==> src/rtl/dmem_arbiter_pkg.sv <==
// Shared types and constants for the data-memory arbiter and its round-robin picker.
// Size codes follow the memory's own size-select encoding and are passed through untouched.
// No logic here: constants, the FSM encoding, the latched-transaction struct and size helpers.
package dmem_arbiter_pkg;

    localparam logic [2:0] SZ_B  = 3'b000;
    localparam logic [2:0] SZ_H  = 3'b001;
    localparam logic [2:0] SZ_W  = 3'b010;
    localparam logic [2:0] SZ_BU = 3'b100;
    localparam logic [2:0] SZ_HU = 3'b101;

    localparam logic PORT0 = 1'b0;
    localparam logic PORT1 = 1'b1;

    typedef enum logic {
        ST_IDLE   = 1'b0,
        ST_ACCESS = 1'b1
    } state_t;

    // Everything about a granted request except its address, whose width is a module parameter.
    typedef struct packed {
        logic        we;
        logic        port;
        logic        err;
        logic [2:0]  size;
        logic [31:0] wdata;
    } xact_t;

    function automatic logic [2:0] size_bytes(input logic [2:0] size);
        case (size[1:0])
            2'b00:   return 3'd1;
            2'b01:   return 3'd2;
            default: return 3'd4;
        endcase
    endfunction

    function automatic logic size_legal(input logic [2:0] size, input logic we);
        case (size)
            SZ_B, SZ_H, SZ_W: return 1'b1;
            SZ_BU, SZ_HU:     return !we;
            default:          return 1'b0;
        endcase
    endfunction

endpackage

==> src/rtl/dmem_arbiter_rr_arb2.sv <==
// Two-input round-robin picker; prio names the port that wins a tie.
// Latency: grant is combinational from req; prio moves past the winner on the advance edge.
// Backpressure: none of its own; advance marks the cycle in which the grant is consumed.
module rr_arb2
    import dmem_arbiter_pkg::*;
(
    input  logic       clk,
    input  logic       rst,
    input  logic [1:0] req,
    input  logic       advance,
    output logic [1:0] grant
);

    logic prio;

    always_comb begin
        grant = req;
        if (&req) begin
            grant = (prio == PORT1) ? 2'b10 : 2'b01;
        end
    end

    always_ff @(posedge clk) begin
        if (rst) begin
            prio <= PORT0;
        end else if (advance) begin
            prio <= grant[0] ? PORT1 : PORT0;
        end
    end

endmodule

==> src/rtl/dmem_arbiter.sv <==
// Shares one data-memory port between the LSU (p0) and loader/debug port (p1); optional request checks under DMEM_ARB_CHECK_EN.
// Latency: gnt in the request cycle, one memory access cycle, rvalid/rdata two cycles after gnt; one transaction per two cycles.
// Backpressure: requesters hold req until gnt; the losing port is ignored until the arbiter is idle again.
module dmem_arbiter
    import dmem_arbiter_pkg::*;
#(
    parameter int ADDR_W    = 32,
    parameter int MEM_BYTES = 1024
) (
    input  logic              clk,
    input  logic              rst,

    input  logic              p0_req,
    input  logic              p0_we,
    input  logic [ADDR_W-1:0] p0_addr,
    input  logic [31:0]       p0_wdata,
    input  logic [2:0]        p0_size,
    output logic              p0_gnt,
    output logic              p0_rvalid,
    output logic [31:0]       p0_rdata,
    output logic              p0_err,

    input  logic              p1_req,
    input  logic              p1_we,
    input  logic [ADDR_W-1:0] p1_addr,
    input  logic [31:0]       p1_wdata,
    input  logic [2:0]        p1_size,
    output logic              p1_gnt,
    output logic              p1_rvalid,
    output logic [31:0]       p1_rdata,
    output logic              p1_err,

    output logic [ADDR_W-1:0] mem_addr,
    output logic [31:0]       mem_wdata,
    output logic [2:0]        mem_size,
    output logic              mem_rw,
    input  logic [31:0]       mem_rdata
);

    state_t            state;
    state_t            state_nxt;
    logic [1:0]        req_vec;
    logic [1:0]        grant;
    logic              advance;

    logic              win_port;
    logic              win_we;
    logic [ADDR_W-1:0] win_addr;
    logic [31:0]       win_wdata;
    logic [2:0]        win_size;
    logic              win_err;

    logic [ADDR_W-1:0] lat_addr;
    xact_t             lat;

    assign req_vec = {p1_req, p0_req};
    assign advance = (state == ST_IDLE) && (|req_vec);

    rr_arb2 u_arb (
        .clk     (clk),
        .rst     (rst),
        .req     (req_vec),
        .advance (advance),
        .grant   (grant)
    );

    assign win_port  = grant[1] ? PORT1 : PORT0;
    assign win_we    = (win_port == PORT1) ? p1_we    : p0_we;
    assign win_addr  = (win_port == PORT1) ? p1_addr  : p0_addr;
    assign win_wdata = (win_port == PORT1) ? p1_wdata : p0_wdata;
    assign win_size  = (win_port == PORT1) ? p1_size  : p0_size;

`ifdef DMEM_ARB_CHECK_EN
    logic [ADDR_W:0] win_end;
    logic [1:0]      err_q;

    // One extra bit on the end address so a request near the top of the address space cannot wrap past the limit.
    always_comb begin
        win_end = {1'b0, win_addr} + (ADDR_W+1)'(size_bytes(win_size));
        win_err = !size_legal(win_size, win_we)
               || ((win_size[1:0] == 2'b01) && win_addr[0])
               || ((win_size == SZ_W) && (win_addr[1:0] != 2'b00))
               || (win_end > (ADDR_W+1)'(MEM_BYTES));
    end

    always_ff @(posedge clk) begin
        if (rst) begin
            err_q <= 2'b00;
        end else begin
            err_q[0] <= (state == ST_ACCESS) && lat.err && (lat.port == PORT0);
            err_q[1] <= (state == ST_ACCESS) && lat.err && (lat.port == PORT1);
        end
    end

    assign p0_err = err_q[0];
    assign p1_err = err_q[1];
`else
    logic unused_cfg;

    assign win_err    = 1'b0;
    assign p0_err     = 1'b0;
    assign p1_err     = 1'b0;
    assign unused_cfg = ^MEM_BYTES;
`endif

    always_ff @(posedge clk) begin
        if (rst) begin
            state <= ST_IDLE;
        end else begin
            state <= state_nxt;
        end
    end

    always_comb begin
        state_nxt = state;
        case (state)
            ST_IDLE:   if (|req_vec) state_nxt = ST_ACCESS;
            ST_ACCESS: state_nxt = ST_IDLE;
            default:   state_nxt = ST_IDLE;
        endcase
    end

    // Grants and the write strobe are gated by rst so nothing is accepted or committed on a reset edge.
    always_comb begin
        p0_gnt = 1'b0;
        p1_gnt = 1'b0;
        mem_rw = 1'b0;
        if (!rst) begin
            case (state)
                ST_IDLE: begin
                    p0_gnt = grant[0];
                    p1_gnt = grant[1];
                end
                ST_ACCESS: mem_rw = lat.we && !lat.err;
                default: ;
            endcase
        end
    end

    always_ff @(posedge clk) begin
        if (rst) begin
            lat_addr <= '0;
            lat      <= '0;
        end else if (advance) begin
            lat_addr  <= win_addr;
            lat.we    <= win_we;
            lat.port  <= win_port;
            lat.err   <= win_err;
            lat.size  <= win_size;
            lat.wdata <= win_wdata;
        end
    end

    assign mem_addr  = lat_addr;
    assign mem_wdata = lat.wdata;
    assign mem_size  = lat.size;

    always_ff @(posedge clk) begin
        if (rst) begin
            p0_rvalid <= 1'b0;
            p1_rvalid <= 1'b0;
            p0_rdata  <= '0;
            p1_rdata  <= '0;
        end else begin
            p0_rvalid <= (state == ST_ACCESS) && (lat.port == PORT0);
            p1_rvalid <= (state == ST_ACCESS) && (lat.port == PORT1);
            if ((state == ST_ACCESS) && !lat.we && !lat.err) begin
                if (lat.port == PORT1) begin
                    p1_rdata <= mem_rdata;
                end else begin
                    p0_rdata <= mem_rdata;
                end
            end
        end
    end

endmodule

==> config.mk <==
export PLATFORM = sky130hd
export DESIGN_NAME = dmem_arbiter
export DESIGN_NICKNAME = d
export VERILOG_FILES = /design/src/rtl/dmem_arbiter_pkg.sv /design/src/rtl/dmem_arbiter_rr_arb2.sv /design/src/rtl/dmem_arbiter.sv
export SDC_FILE = /design/constraint.sdc
export NUM_CORES = 1
export LEC_CHECK = 0
export CAP_MARGIN = 10
export CORE_MARGIN = 4
export CORE_UTILIZATION = 43
export CTS_CLUSTER_DIAMETER = 150
export DETAILED_ROUTE_END_ITERATION = 10
export GPL_TIMING_DRIVEN = 0
export PLACE_DENSITY = 0.95
export SYNTH_ARGS = -nofsm -noshare
export SYNTH_HDL_FRONTEND = slang
export SYNTH_SLANG_ARGS = --single-unit
export TNS_END_PERCENT = 20
==> constraint.sdc <==
create_clock -name clk -period 1.9 [get_ports clk]
set_input_delay 0.57 -clock clk [delete_from_list [all_inputs] [get_ports clk]]
set_output_delay 0.57 -clock clk [all_outputs]
set_load 0.02 [all_outputs]
==> results by stage <==
Power and ir drop:
- The ratio of total power to cell area is 877.4 mW/mm2.
- The static power due to leakage is 0.004138 uW.
- The overall power of the completed layout is 8514 uW.
- VDD sags by at most 0.5722 mV.

Finish:
- The final layout net count is 1234.
- The final-layout fill cell count is 1076.
- The final core utilization is 0.7270.
- The fraction of final layout cells sized beyond drive strength 1 is 0.1367.
- The area added between synthesis and finish is 63.94%.

Floorplanning:
- Measured along the x axis, the die boundary spans 125.3 um.
- The initial utilization of the core area, before any placement, comes to 0.4435.
- The core box area is 0.01335 mm2.
- In this run the count of I/O pins placed on the die edge is 310.
- The die is 125.3 um tall.
- The die area is 0.01571 mm2.
- The floorplan has 42 rows.

Synth:
- After synthesis the cells add up to 0.005919 mm2.
- Summed over all instances, the cell type with the most area after synthesis is dfxtp_1.
- The share of synthesized area in the top cell type comes to 0.4633.
- A synthesized cell averages 8.054 um2.
- By area the synthesized netlist is led by dfxtp_1 46%, o21ai_0 10%, a21oi_1 10%.
- Yosys mapped the design onto 31 distinct sky130hd cell types.
- During synthesis, Yosys emitted a total of 0 warnings.
- After synthesis, the share of flip-flops with an asynchronous set or reset is 0.
- The number of enable flip-flop cells after synthesis is 0.
- Synthesis produced a netlist whose cell count is 735.
- The synthesis-stage register bit count is 137.
- The share of the Yosys chip area taken by registers is 0.4633.
- The most used flip-flop cell after synthesis is dfxtp_1.

STA:
- Final hold analysis gives a worst-case slack of 0.4505 ns.
- For the pin with the worst max-slew slack, the measured transition is 0.5309 ns.
- The clock period minus worst slack is 1.892 ns.
- Setup violations remaining at the end of the flow were counted as 0.
- The share of the clock period used by the worst path is 0.9956.
- The number of hold violations in the final report is 0.
- The total negative slack is 0 ns.
- Measured against its own limit, the worst slew margin works out to 0.6460.
- The maximum clock frequency is 0.5286 GHz.
- Clock skew on the completed layout was measured at 0.007132 ns.
- The number of slew-limit violations in the final report is 0.
- After layout, the worst setup slack is 0.008367 ns.
- Setup repair after global routing could not meet its margin everywhere.

GRT:
- The initial antenna violation count is 1.
- The largest net degree at the start of global routing is 17.
- The total track usage is 0.2872.
- The first global-routing pass estimated 36.31 mm of wire.
- The via count of the first global-routing pass is 7097.
- For this run the aggregate overflow at the end of global routing stands at 0.

Route:
- The routed wire length is 23.51 mm.
- The violation count after the first detailed-route iteration is 611.
- The via count is 6902.
- The routed wirelength normalized by instance count is 18.78 um.
- After detailed routing, the number of vias per cell comes to 5.513.
- The detail route stage leaves a number of antenna-violating nets equal to 0.
- The number of optimization iterations in the first detailed-route pass is 5.
- In the routed design, unresolved DRC markers number 0.

Setup path:
- The startpoint type of the worst setup path is an input port.
- The maximum single-stage delay on the critical path is 0.36 ns.
- Measured in cells, the most critical reg-to-reg path has a length of 5.
- The arrival time reported for the critical path endpoint is 1.32 ns.
- The required time at the worst-slack endpoint is 1.33 ns.
- The worst setup path is of the input port to primary output kind.
- Of all nets on the critical path, the largest fanout is 5.
- Walking the worst path, the cells encountered are buf_2 -> inv_2 -> a2111oi_4 -> buf_6.
- The slowest cell on the critical path is a2111oi_4.
- The kind of capture point of the worst setup path is a primary output.

Place:
- The HPWL after detailed placement is 17.35 mm.
- At the placement stage, the worst setup path has a slack of -1.099 ns.
- Input and output buffers added on the ports amount to 306.
- The routability congestion estimate from global placement is 0.9081.

CTS:
- The H-tree was split into 4 levels.
- The clock passes through at most 2 buffers.
- For the worst-skew pair, the clock arrives at the later sink with an insertion delay of 0.41 ns.
- Clock tree synthesis inserted a total of 17 buffers.
- The clock-pin slew of the registers on the worst-case setup and hold paths is 0.06 ns.
- The number of hold-repair buffers added at the cts stage is 0.
- Counting every sink on the clock net gives 137.
- TritonCTS built the clock tree.
- The clock root buffer is clkbuf_16.

Run status:
- The run finished with clean final reports.

Job:
- The tool flagged a number of max-cap violations equal to 0.

Min path:
- The worst hold-check path type is flip-flop to flip-flop.
- The number of cells on the worst hold path is 2.
[worst paths after layout]
path | from | endpoint | slack, ns
hold reg to reg | p0_rdata[19] | p0_rdata[19] | 0.45
hold / removal | p0_rdata[19] | p0_rdata[19] | 0.45
setup / recovery | p0_req | p0_gnt | 0.008
setup reg to reg | u_arb.prio | mem_addr[27] | 0.27
[report_power, final]
group	switching, uW	leakage [uW]	total [uW]	internal, uW
logic	977	0.00272	1860	883
registers	113	0.00113	3190	3080
clock network	1370	0.000287	3460	2090
[metal layers]
| layer | track usage | wire [um] | share of wire |
|---|---|---|---|
| met5 | 0 | 0 | 0 |
| met4 | 0.1084 | 766 | 0.033 |
| met3 | 0.09510 | 2232 | 0.095 |
| met2 | 0.5239 | 11960 | 0.51 |
| met1 | 0.3073 | 8548 | 0.36 |
[stage by stage]
| stage | instances | cell area (um2) |
|---|---|---|
| after floorplan | 736 | 5943 |
| after global placement | 1218 | 9226 |
| final | 1252 | 9704 |
| after detailed placement | 1218 | 9226 |
| after global routing | 1252 | 9704 |
| after CTS | 1251 | 9702 |
[flip-flops by register name, summed over array words and instances, names as in the netlist]
register,cells
state,1
lat,2
mem_wdata,32
p0_rvalid,1
mem_addr,32
p0_rdata,32
p1_rvalid,1
u_arb.prio,1
mem_size,3
p1_rdata,32
[synth_stat cells (all sizes together) (2+ instances only)]
cell    number
nand3       15
dfxtp      137
nor2        16
inv          3
buf         82
clkbuf      30
a311oi      15
and3         2
nand2      128
a31oi       53
a21oi      118
o21ai      122
nor3b        2
[cells in the final DEF (no fill, tap or decap), types with 2 or more instances in the layout]
cell,count
a311oi_1,10
o21ai_0,120
buf_4,61
clkdlybuf4s50_1,168
a21oi_1,118
clkbuf_16,17
o21ai_1,2
nor2_1,16
clkinv_4,3
a31oi_1,53
nand3_1,15
nand2_1,128
dfxtp_1,135
conb_1,2
bufinv_16,3
a311oi_2,5
clkinvlp_4,4
inv_6,5
buf_6,15
clkbuf_1,27
dlygate4sd2_1,123
and3_1,2
buf_2,23
[final cells by class]
type	count	area, um2	area share
Antenna cell	1	2.502	0.0002579
Tap cell	176	220.2	0.02269
Clock inverter	15	190.2	0.01960
Inverter	3	13.76	0.001418
Timing Repair Buffer	309	2893	0.2981
Sequential cell	137	2748	0.2831
Buffer	110	732.0	0.07543
Clock buffer	17	425.4	0.04384
Multi-Input combinational cell	484	2480	0.2555
[cell families after synthesis]
group,Yosys count,synth area share
AOI/OAI and AO/OA,312,0.2925
buffers and inverters,115,0.1239
DFF,137,0.4633
and+or+nand+nor,170,0.1196
other,1,0.0006335
[critical path, delay by kind of cell]
kind	cells	cell delay, ns
buf+inv	3	0.39
compound gates	1	0.36
[what timing repair did]
| item | 4_1_cts | 5_1_grt |
|---|---|---|
| pin swaps | 1 | 0 |
| setup endpoints to repair | 142 | 2 |
| resized for setup | 171 | 0 |
| setup buffers | 3 | 0 |
| gates cloned | 0 | 0 |
(Power assumes the default switching activity.)
